## src/rtl/gpio_event_pkg.sv

```systemverilog
// Shared defaults and event record layout for the GPIO event capture block.
package gpio_event_pkg;

  localparam int unsigned GpioWidthDefault = 8;
  localparam int unsigned TsWidthDefault   = 24;
  localparam int unsigned FifoDepthDefault = 16;

  // Field order matches the flat word stored in the event FIFO: {value, mask, ts}.
  typedef struct packed {
    logic [GpioWidthDefault-1:0] value;
    logic [GpioWidthDefault-1:0] mask;
    logic [TsWidthDefault-1:0]   ts;
  } gpio_event_t;

endpackage

```

## src/rtl/gpio_event_fifo.sv

```systemverilog
// First-word-fall-through FIFO; pointers carry an extra wrap bit to tell full from empty.
module gpio_event_fifo #(
  parameter int unsigned Width = 8,
  parameter int unsigned Depth = 16
) (
  input  logic             clk_i,
  input  logic             rst_ni,
  input  logic             push_i,
  input  logic [Width-1:0] wdata_i,
  input  logic             pop_i,
  output logic [Width-1:0] rdata_o,
  output logic             full_o,
  output logic             empty_o
);

  localparam int unsigned Aw = $clog2(Depth);

  logic [Aw:0]      wptr_q, rptr_q;
  logic [Width-1:0] mem_q [Depth];
  logic             wr_en, rd_en;

  always_comb begin
    empty_o = (wptr_q == rptr_q);
    full_o  = (wptr_q[Aw] != rptr_q[Aw]) && (wptr_q[Aw-1:0] == rptr_q[Aw-1:0]);
    rd_en   = pop_i & ~empty_o;
    // When full, a same-edge pop frees the slot being written.
    wr_en   = push_i & (~full_o | rd_en);
    rdata_o = empty_o ? '0 : mem_q[rptr_q[Aw-1:0]];
  end

  always_ff @(posedge clk_i or negedge rst_ni) begin
    if (!rst_ni) begin
      wptr_q <= '0;
      rptr_q <= '0;
    end else begin
      if (wr_en) wptr_q <= wptr_q + (Aw+1)'(1);
      if (rd_en) rptr_q <= rptr_q + (Aw+1)'(1);
    end
  end

  always_ff @(posedge clk_i) begin
    if (wr_en) mem_q[wptr_q[Aw-1:0]] <= wdata_i;
  end

endmodule

```

## src/rtl/gpio_event_capture.sv

```systemverilog
// Synchronizes a GPIO bus, timestamps every change and queues {value, mask, ts} events.
module gpio_event_capture
  import gpio_event_pkg::*;
#(
  parameter int unsigned GPIO_WIDTH = GpioWidthDefault,
  parameter int unsigned TS_WIDTH   = TsWidthDefault,
  parameter int unsigned FIFO_DEPTH = FifoDepthDefault
) (
  input  logic                  clk,
  input  logic                  resetn,
  input  logic [GPIO_WIDTH-1:0] gpio_in,
  output logic                  ev_valid,
  input  logic                  ev_ready,
  output logic [GPIO_WIDTH-1:0] ev_value,
  output logic [GPIO_WIDTH-1:0] ev_mask,
  output logic [TS_WIDTH-1:0]   ev_ts,
  output logic                  overflow,
  output logic [7:0]            drop_count,
  input  logic                  clear_overflow
);

  localparam int unsigned EvWidth = 2 * GPIO_WIDTH + TS_WIDTH;

  logic [GPIO_WIDTH-1:0] sync1_q, sync2_q, prev_q;
  logic [TS_WIDTH-1:0]   ts_q;
  logic [1:0]            prime_cnt_q;
  logic                  overflow_q, overflow_d;
  logic [7:0]            drop_count_q, drop_count_d;

  logic                  change, push, pop, drop, full, empty;
  logic [EvWidth-1:0]    wdata, rdata;

  // prev only holds a real sample once both sync stages and prev itself have loaded.
  always_comb begin
    change = (prime_cnt_q == 2'd3) && (sync2_q != prev_q);
    pop    = ev_valid & ev_ready;
    push   = change & (~full | pop);
    drop   = change & full & ~pop;
    wdata  = {sync2_q, sync2_q ^ prev_q, ts_q};
  end

  always_comb begin
    overflow_d   = overflow_q;
    drop_count_d = drop_count_q;
    if (clear_overflow) begin
      overflow_d   = 1'b0;
      drop_count_d = 8'd0;
    end else if (drop) begin
      overflow_d = 1'b1;
      if (drop_count_q != 8'hFF) drop_count_d = drop_count_q + 8'd1;
    end
  end

  always_ff @(posedge clk or negedge resetn) begin
    if (!resetn) begin
      sync1_q      <= '0;
      sync2_q      <= '0;
      prev_q       <= '0;
      ts_q         <= '0;
      prime_cnt_q  <= '0;
      overflow_q   <= 1'b0;
      drop_count_q <= 8'd0;
    end else begin
      sync1_q      <= gpio_in;
      sync2_q      <= sync1_q;
      prev_q       <= sync2_q;
      ts_q         <= ts_q + TS_WIDTH'(1);
      if (prime_cnt_q != 2'd3) prime_cnt_q <= prime_cnt_q + 2'd1;
      overflow_q   <= overflow_d;
      drop_count_q <= drop_count_d;
    end
  end

  gpio_event_fifo #(
    .Width (EvWidth),
    .Depth (FIFO_DEPTH)
  ) u_fifo (
    .clk_i   (clk),
    .rst_ni  (resetn),
    .push_i  (push),
    .wdata_i (wdata),
    .pop_i   (pop),
    .rdata_o (rdata),
    .full_o  (full),
    .empty_o (empty)
  );

  assign ev_valid                   = ~empty;
  assign {ev_value, ev_mask, ev_ts} = rdata;
  assign overflow                   = overflow_q;
  assign drop_count                 = drop_count_q;

endmodule

```

## config.mk

```make
export PLATFORM = sky130hd
export DESIGN_NAME = gpio_event_capture
export DESIGN_NICKNAME = d
export VERILOG_FILES = /design/src/rtl/gpio_event_pkg.sv /design/src/rtl/gpio_event_fifo.sv /design/src/rtl/gpio_event_capture.sv
export SDC_FILE = /design/constraint.sdc
export NUM_CORES = 1
export LEC_CHECK = 0
export BUFFER_PORTS_ARGS = -buffer_cell sky130_fd_sc_hd__buf_2
export CORE_ASPECT_RATIO = 0.8
export CORE_UTILIZATION = 50
export DETAILED_ROUTE_END_ITERATION = 10
export PLACE_DENSITY = 0.66
export SYNTH_ARGS = -nofsm -noshare
export SYNTH_HDL_FRONTEND = slang
export SYNTH_SLANG_ARGS = --single-unit
```

## constraint.sdc

```tcl
create_clock -name clk -period 7.6 [get_ports clk]
set_input_delay 0.38 -clock clk [delete_from_list [all_inputs] [get_ports clk]]
set_output_delay 0.38 -clock clk [all_outputs]
set_load 0.02 [all_outputs]
```

==> flow_summary.yaml, run 1 <==
cells_and_area:
  syn2layout_area_growth_pct: 12.92
  layout-drive-gt1-share: 0.2598
  antenna_cells: 0
  final_cell_area_um2: 30800
  nets: 1395
  stdcell_count: 2130
timing:
  finClkSkew_ns: 0.01605
  max_freq_mhz: 216.9
  finalHoldViolations: 0
  slew_headroom: 0.1550
  finalCritPeriodShare: 0.6066
  rsz0062_at_grt: "no"
  max_slew.worst_pin.slew_ns: 1.263
  setup-violations-final: 0
  drv_slew: 0
  finalSetupTns_ns: 0
  post-route-min-period_ns: 4.610
  final.setup.worst_slack_ns: 2.990
floorplanning:
  die_w_um: 263.1
  start_util: 0.5067
  core-area_um2: 53820
  die_height_um: 210.9
  ioPinCount: 62
  design.die.area_um2: 55490
  rows: 76
drt:
  highest_layer: "met4"
  wl_per_cell_um: 26.33
  wl_met3_um: 3160
  vias: 12758
  firstDrtPassIters: 7
  drc: 0
  wirelength_um: 56090
  drtAntennaViolNets: 0
  wl_met2_um: 26950
  viasPerCell: 5.990
  drt_iter0_drc: 1200
  wl_met1_um: 24940
clock_network:
  clockRootBuffer: "clkbuf_16"
  clock-sinks: 709
  cts_max_level: 3
  clockBufferDepth: 3
  path_clk_slew_ns: 0.06
  clk_latency_ns: 0.60
  cts-buffers-inserted: 68
  cts_tree: "built"
logic_synthesis:
  ys_warn_count: 0
  async_flop_share: 0.09732
  ys_types: 36
  yosysTopAreaCell: "edfxtp_1"
  synth.avg_cell_area_um2: 21.42
  synthTopCellsByCount: "640 x edfxtp_1, 160 x mux4_2, 80 x a211oi_1, 69 x dfrtp_1"
  synthFlopType: "edfxtp_1"
  yosysSeqAreaShare: 0.7680
  synth_edf_count: 640
  synthTopCellsByArea: "edfxtp_1 70%, mux4_2 13%, dfrtp_1 6.3%"
  synth.most_common_cell: "edfxtp_1"
  postSynthCellCount: 1273
  synth_top_area_share: 0.7047
  syn-cell-area_um2: 27270
  synth_nets: 1293
  ys_ff_latch: 709
status:
  status: "finished clean"
setup_path:
  critPathMaxFanout: 24
  crit_required_ns: 7.83
  r2r-start: "sync2_q[2]"
  regToRegSetupSlack_ns: 2.99
  reg2reg_depth: 6
  endpoint: "u_fifo.mem_q[7][1]"
  critPathArrivalTime_ns: 4.84
  crit_start: "sync2_q[2]"
  end_kind: "register"
  r2r_end: "u_fifo.mem_q[7][1]"
  startpoint_type: "register"
  crit_type: "register to register"
grt:
  antenna_found_initial: 1
  grt_pass1_vias: 13136
  grtUsageTotal: 0.2095
  overflow: 0
  grt_max_degree: 79
  grt_pass1_wl_um: 84760
placed_design:
  gp_congestion: 0.7266
  portBuffers: 61
  dp_cells: 1998
  place.detailed.hpwl_um: 30070
  post_dp_cell_area_um2: 28510
  pre_cts_ws_ns: 2.995
power_and_ir_drop:
  p_leak_uw: 0.01019
  power_density_nw_per_um2: 395.9
  power_uw: 12190
  ir_drop_v: 0.0002263
min_path:
  hp-class: "input port to register"
flow_run:
  max_cap_viol_count: 0
==> sequential cells by signal, summed over array words and instances, names as in the netlist, 5 cells and up <==
name and count:
u_fifo.wptr_q 5, u_fifo.mem_q 640, u_fifo.rptr_q 5, sync2_q 8
ts_q 24, drop_count 8, prev_q 8, sync1_q 8
==> power by group <==
group	internal (uW)	total, uW	switching [uW]
Clock	1960	3360	1400
Sequential	4900	5230	324
Combinational	1480	3610	2130
Total	8340	12200	3850
==> metal layers <==
metal  up-vias  track usage
li1       5484            -
met1      6805       0.3092
met2       391       0.3280
met3        78      0.03381
met4         0      0.05848
met5         -            0
==> critical path, stage by stage, from the launching register on <==
cell,delay [ns]
dfrtp_1,0.64
xor2_1,0.95
nor4_1,0.34
a221oi_2,0.68
nand2_1,0.37
nor2_4,0.64
buf_4,0.60
==> stage by stage <==
| step | hold slack (ns) | utilization |
|---|---|---|
| floorplan | 0.08441 | - |
| global placement | 0.3363 | 0.5296 |
| detailed placement | 0.3372 | 0.5296 |
| CTS | 0.03777 | 0.5722 |
| global route | 0.07322 | 0.5722 |
| finish | 0.07404 | 0.5722 |
==> worst min path at each step <==
| stage | end | start | cells after the start |
|---|---|---|---|
| 6_report | drop_count[0] | clear_overflow | 2 |
| 5_1_grt | drop_count[3] | clear_overflow | 2 |
| 4_1_cts | drop_count[5] | clear_overflow | 2 |
| 3_5_place_dp | sync1_q[6] | resetn | 1 |
| 3_3_place_gp | sync1_q[6] | resetn | 1 |
| 2_1_floorplan | drop_count[0] | resetn | 0 |
==> cells by family after synthesis <==
kind of cell	after synthesis	synth area share
buf+inv	77	0.01271
xor+xnor	44	0.01413
fa+ha+maj	8	0.003670
simple gates	132	0.02693
compound gates	101	0.02693
mux	202	0.1476
flops	709	0.7680
==> placed cells by master, fill, tap and decap left out, drive strengths merged, types with 9 or more instances in the layout <==
| master | instances |
|---|---|
| xor2 | 21 |
| a21oi | 9 |
| nand2 | 18 |
| nor2b | 40 |
| mux2i | 40 |
| buf | 92 |
| nand3 | 17 |
| xnor2 | 23 |
| nor2 | 18 |
| dfrtp | 69 |
| edfxtp | 640 |
| a211oi | 80 |
| dlygate4sd3 | 9 |
| inv | 12 |
| clkinv | 20 |
| clkbuf | 91 |
| mux4 | 160 |
==> cell type report <==
cell class	instances	area, um^2
clock buffer	91	1851
clock inverter	32	350.3
fill	3937	23020
inverter	8	30.03
multi-input combinational	487	6085
sequential	709	20960
tap	702	878.3
timing repair buffer	101	643.1
==> repair_timing <==
| item | in CTS | in global routing |
|---|---|---|
| hold buffers | 9 | 0 |
| endpoints found under the hold margin | 35 | 0 |
| setup endpoints to repair | 0 | 0 |
| resized for setup | 0 | 0 |
| buffers inserted | 0 | 0 |
Note: power is estimated with default switching activity, not from simulation.
==> run 2: changes to the inputs <==
==> constraint.sdc (replaced) <==
create_clock -name clk -period 4.3 [get_ports clk]
set_input_delay 0.215 -clock clk [delete_from_list [all_inputs] [get_ports clk]]
set_output_delay 0.215 -clock clk [all_outputs]
set_load 0.02 [all_outputs]
==> run 2 against run 1 <==
Critical path depth is 1 higher. Die area did not move. Core utilization rose by 0.46 points. Final cell count is 0.85% higher. Flip-flop and latch count unchanged. Register-to-register slack got worse by 2.2 ns. Clock skew rose by 0.0019 ns. Critical endpoint is now u_fifo.mem_q[14][39]. Critical path type unchanged. Highest routed layer unchanged.
==> flow_summary.yaml, run 2 (same netlist as run 1, synthesis figures left out) <==
clock_network:
  cts_max_level: 3
  path_clk_slew_ns: 0.07
  cts_resized: 0
  cts_setup_buffers: 0
  clockRootBuffer: "clkbuf_16"
  cts-buffers-inserted: 67
  clock-sinks: 709
  clk_latency_ns: 0.59
  cts_tree: "built"
  ctsHoldBuffers: 11
  clockBufferDepth: 3
drt:
  vias: 12708
  drc: 0
  viasPerCell: 5.916
  firstDrtPassIters: 5
  wl_per_cell_um: 25.88
  wirelength_um: 55590
  drtAntennaViolNets: 0
  drt_iter0_drc: 1313
grt:
  antenna_found_initial: 0
  use_met2: 0.3163
  overflow: 0
  grt_pass1_wl_um: 84520
  grtUsageMet3: 0.03462
  top_usage_layer: "met2"
  grt_max_degree: 164
  globalRouteMet1Util: 0.3159
  grtUsageTotal: 0.2076
  grt_pass1_vias: 13122
cells_and_area:
  seq_area_um2: 20960
  syn2layout_area_growth_pct: 13.82
  largest_register_ff_count: 640
  nets: 1414
  layout-drive-gt1-share: 0.2725
  multi_input_area_um2: 6110
  stdcell_count: 2148
  layout_common_cells: "640 x edfxtp_1, 160 x mux4_2, 80 x a211oi_1"
  layout_commonest_cell: "edfxtp_1"
  antenna_cells: 0
  fillers: 3923
floorplanning:
  die_w_um: 263.1
  design.die.area_um2: 55490
  ioPinCount: 62
  start_util: 0.5067
  core-area_um2: 53820
  rows: 76
  die_height_um: 210.9
setup_path:
  crit_required_ns: 4.59
  crit_slowest_cell: "dfrtp_1"
  cp_common_cell: "buf_4"
  startpoint_type: "register"
  critPathArrivalTime_ns: 3.85
  crit_type: "register to register"
  critPathMaxFanout: 18
  regToRegSetupSlack_ns: 0.74
  crit_chain: "xor2_1, buf_4, nor4_1, a221oi_2, nand2_1, nor2_4, buf_4"
  end_kind: "register"
  cp_slowest_stage_delay_ns: 0.71
  crit_buf_inv: 2
  critPathTopFamily: "simple AND/OR/NAND/NOR gates"
power_and_ir_drop:
  ir_drop_v: 0.0005704
  p_leak_uw: 0.01030
  power_density_nw_per_um2: 690.9
timing:
  setup-violations-final: 0
  rsz0062_at_grt: "no"
  finalHoldViolations: 0
  max_slew.worst_pin.slew_ns: 1.051
  drv_slew: 0
  post-route-min-period_ns: 3.557
  finalSetupTns_ns: 0
  finClkSkew_ns: 0.01795
  max_freq_mhz: 281.2
  finalCritPeriodShare: 0.8271
  slew_headroom: 0.2992
status:
  status: "finished clean"
placed_design:
  dp_cells: 2016
  place.detailed.hpwl_um: 29510
  gp_congestion: 0.7588
  portBuffers: 61
min_path:
  hp-class: "input port to register"
flow_run:
  max_cap_viol_count: 0
[run 2: cell count changes in the layout (fill, tap and decap cells not counted), sizes merged]
cell,before,now
dlygate4sd3,9,11
bufinv,7,5
inv,12,10
clkbuf,91,89
buf,92,110
clkinvlp,1,5
[run 2: per-stage QoR]
stage / power, uW / area, um^2 / worst slack, ns / hold slack, ns / utilization
CTS: 21750 / 31040 / 0.7141 / 0.2301 / 0.5768
finish: 21450 / 31040 / 0.7433 / 0.2715 / 0.5768
global placement: 15890 / 28800 / 0.8422 / 0.3241 / 0.5352
detailed placement: 15990 / 28800 / 0.7575 / 0.3247 / 0.5352
floorplan: 13750 / 27290 / 0.1094 / -0.08059 / -
global route: 22400 / 31040 / 0.4812 / 0.2604 / 0.5768
[run 2: worst register-to-register path, delay by kind of cell, from the launching register on]
family	cells	cell delay, ns
buffers and inverters	2	0.53
AOI/OAI and AO/OA	1	0.59
xor gates and xnor gates	1	0.20
DFF	1	0.71
and+or+nand+nor	3	1.23
[run 2: layout make-up]
class                   count  area share
clock inverters            32    0.009875
clock buffers              89     0.05869
repair buffers            121     0.03015
multi-input cells         487      0.1968
inverters                   8   0.0009674
flip-flops and latches    709      0.6752
well taps                 702     0.02830
[run 2: routing by layer]
| layer | routed length, um | part of all wire | vias up |
|---|---|---|---|
| met1 | 25920 | 0.47 | 6803 |
| li1 | - | - | 5519 |
| met4 | 1068 | 0.019 | 0 |
| met3 | 2644 | 0.048 | 74 |
| met5 | 0 | 0 | - |
| met2 | 25960 | 0.47 | 312 |
[run 2: worst paths after layout]
kind,from,end,depth (start not counted)
max,sync2_q[7],u_fifo.mem_q[14][39],7
min,gpio_in[7],sync1_q[7],2
max reg2reg,sync2_q[7],u_fifo.mem_q[14][39],7
min reg2reg,sync1_q[0],sync2_q[0],0
max in group asynchronous,resetn,u_fifo.rptr_q[1],2
min in group asynchronous,resetn,sync2_q[7],2
[run 2: power by group]
part / internal [uW] / switching (uW)
clock network: 3300 / 2450
logic: 2730 / 3970
registers: 8660 / 327
==> run 3: changes to the inputs <==
--- a/config.mk
+++ b/config.mk
@@ -5,11 +5,12 @@
 export SDC_FILE = /design/constraint.sdc
 export NUM_CORES = 1
 export LEC_CHECK = 0
+export ABC_AREA = 1
 export BUFFER_PORTS_ARGS = -buffer_cell sky130_fd_sc_hd__buf_2
 export CORE_ASPECT_RATIO = 0.8
 export CORE_UTILIZATION = 50
 export DETAILED_ROUTE_END_ITERATION = 10
-export PLACE_DENSITY = 0.66
+export PLACE_DENSITY = 0.68
 export SYNTH_ARGS = -nofsm -noshare
 export SYNTH_HDL_FRONTEND = slang
 export SYNTH_SLANG_ARGS = --single-unit
==> constraint.sdc (replaced) <==
create_clock -name clk -period 3.26 [get_ports clk]
set_input_delay 0.163 -clock clk [delete_from_list [all_inputs] [get_ports clk]]
set_output_delay 0.163 -clock clk [all_outputs]
set_load 0.02 [all_outputs]
==> run 3 against run 2 <==
Total power is 40% higher. Routed wire length is 22% higher. Largest cell class unchanged. Via count is 42% higher. Largest power group unchanged.
==> flow_summary.yaml, run 3 <==
cells_and_area:
  multi_input_area_um2: 6484
  largest_register_ff_count: 640
  seq_area_um2: 20950
  postLayoutCoreUtil: 0.5764
  layout-drive-gt1-share: 0.1119
  syn2layout_area_growth_pct: 13.08
  layout_common_cells: "640 x edfxtp_1, 425 x nor2_1, 310 x o21ai_0"
  nets: 2352
  stdcell_count: 3136
  antenna_cells: 0
  layout_commonest_cell: "edfxtp_1"
  fillers: 4350
setup_path:
  cp_slowest_stage_delay_ns: 0.62
  startpoint_type: "register"
  crit_required_ns: 3.10
  critPathTopFamily: "compound AO/OA/AOI/OAI gates"
  crit_type: "register to primary output"
  end_kind: "primary output"
  crit_buf_inv: 3
  crit_chain: "buf_12, o21ai_0, o22ai_1, nand2_1, nand2_1, inv_1, a21oi_1, buf_2"
  critPathMaxFanout: 120
  crit_slowest_cell: "dfrtp_4"
  cp_common_cell: "nand2_1"
  critPathArrivalTime_ns: 2.99
logic_synthesis:
  yosysTopAreaCell: "edfxtp_1"
  synthFlopType: "edfxtp_1"
  synth_top_area_share: 0.6782
  synth.avg_cell_area_um2: 12.57
  ys_warn_count: 0
  synth_nets: 2275
  postSynthCellCount: 2255
  synth.most_common_cell: "edfxtp_1"
  synthTopCellsByArea: "edfxtp_1 68%, dfrtp_1 6.1%, nor2_1 5.9%"
  ys_types: 35
  synth_edf_count: 640
  syn-cell-area_um2: 28340
  ys_ff_latch: 709
  synthTopCellsByCount: "640 x edfxtp_1, 442 x nor2_1, 310 x o21ai_0, 219 x nand2_1, 83 x inv_1"
  async_flop_share: 0.09732
  yosysSeqAreaShare: 0.7392
timing:
  finalHoldViolations: 0
  max_slew.worst_pin.slew_ns: 0.9086
  setup-violations-final: 0
  finClkSkew_ns: 0.02349
  slew_headroom: 0.3942
  drv_slew: 0
  rsz0062_at_grt: "no"
  max_freq_mhz: 316.9
  holdWs_ns: 0.1567
  finalCritPeriodShare: 0.9681
  post-route-min-period_ns: 3.156
  finalSetupTns_ns: 0
grt:
  antenna_found_initial: 0
  overflow: 0
  grt_pass1_wl_um: 103900
  grt_pass1_vias: 17342
  grtUsageTotal: 0.2393
  grt_max_degree: 143
power_and_ir_drop:
  power_uw: 30000
  seqPwrFrac: 0.397
  power_density_nw_per_um2: 936.2
  comb_power_share: 0.342
  sw_frac_of_total: 0.3707
  p_leak_uw: 0.01120
  internal_power_uw: 18880
  ir_drop_v: 0.0007447
  p_clk_frac: 0.261
  p_switching_uw: 11120
drt:
  firstDrtPassIters: 6
  drt_iter0_drc: 2034
  drc: 0
  drtAntennaViolNets: 0
  wirelength_um: 68070
  vias: 18037
  viasPerCell: 5.752
  wl_per_cell_um: 21.70
placed_design:
  gp_congestion: 0.7928
  place.detailed.hpwl_um: 37400
  portBuffers: 61
  dp_cells: 2999
clock_network:
  clockRootBuffer: "clkbuf_16"
  cts_max_level: 3
  clock-sinks: 709
  cts-buffers-inserted: 70
  clockBufferDepth: 3
  path_clk_slew_ns: 0.06
  cts_tree: "built"
  clk_latency_ns: 0.61
floorplanning:
  rows: 77
  die_w_um: 268.2
  start_util: 0.5097
  design.die.area_um2: 57630
  core-area_um2: 55590
  die_height_um: 214.9
  ioPinCount: 62
status:
  status: "finished clean"
min_path:
  hp-class: "input port to async pin"
flow_run:
  max_cap_viol_count: 0
[run 3: cell count changes after synthesis, moves of 54 or more]
cell / change
a211oi_1: -80
nand3_1: +54
o21ai_0: +307
nor2_1: +424
o211ai_1: +73
nand2_1: +201
o22ai_1: +80
mux4_2: -160
inv_1: +75
[run 3: cell families (layout without fill, tap and decap cells)]
logic type               after synthesis  count (layout)  share of synthesized area
XOR/XNOR                              33              33                    0.01020
AND/OR/NAND/NOR                      755             755                     0.1054
buffers and inverters                223             354                    0.03652
flip-flops                           709             709                     0.7392
AO/OA/AOI/OAI                        526             526                     0.1048
multiplexers                           1               1                  0.0003974
adder cells (fa/ha/maj)                8               8                   0.003533
[run 3: power by group through the flow]
| stage | combinational [uW] | sequential, uW | clock (uW) |
|---|---|---|---|
| final | 10200 | 11900 | 7830 |
| after global routing | 11100 | 12000 | 8290 |
| after CTS | 10300 | 11900 | 7930 |
| after detailed placement | 10200 | 12100 | 0 |
| after global placement | 10000 | 12000 | 0 |
| after floorplan | 6930 | 11900 | 0 |
[run 3: timing repair]
action	CTS	global route
buffers inserted	0	0
endpoints found under the setup margin	0	7
resized for setup	0	3
hold buffers	11	0
hold endpoints to repair	63	0
[run 3: worst register-to-register path, cell delays in order (launching register included)]
cell,delay (ns)
dfrtp_1,0.70
inv_1,0.08
nand2_1,0.08
nand2_1,0.06
nand2_1,0.06
nor2_1,0.06
nand2_1,0.11
nand2_1,0.08
nor2_2,0.20
nand2_1,0.28
nor2_4,0.48
buf_12,0.25
[run 3: area by class of cell]
class / instances / share of cell area
flip-flops and latches: 709 / 0.6539
well taps: 750 / 0.02929
repair buffers: 138 / 0.03444
clock inverters: 38 / 0.009450
clock buffers: 88 / 0.05974
inverters: 90 / 0.01078
multi-input cells: 1323 / 0.2024
[run 3: final timing paths]
| kind | slack, ns | cells past startpoint | startpoint | endpoint |
|---|---|---|---|---|
| worst min-delay path | 0.16 | 2 | resetn | sync2_q[1] |
| worst max register to register | 0.51 | 11 | sync2_q[2] | u_fifo.mem_q[4][11] |
| max in group asynchronous | 2.41 | 3 | resetn | ts_q[14] |
| worst max-delay path | 0.10 | 8 | u_fifo.rptr_q[1] | ev_ts[22] |
| min in group clk | 0.21 | 2 | gpio_in[4] | sync1_q[4] |
| worst min register to register | 0.35 | 0 | sync1_q[3] | sync2_q[3] |
[run 3: stage by stage]
stage | setup slack (ns) | instance area (um^2)
3_5_place_dp | 0.5095 | 29700
2_1_floorplan | -0.2175 | 28360
5_1_grt | 0.01222 | 32040
3_3_place_gp | 0.5482 | 29700
4_1_cts | 0.02432 | 32030
6_report | 0.1040 | 32040
[run 3: per-layer routing]
layer	share of wire	vias up	routed length, um	GRT usage
met5	0	-	0	0
met4	0.026	0	1786	0.07010
met3	0.081	126	5519	0.04205
met2	0.45	766	30760	0.3571
met1	0.44	8913	30000	0.3601
li1	-	8232	-	-
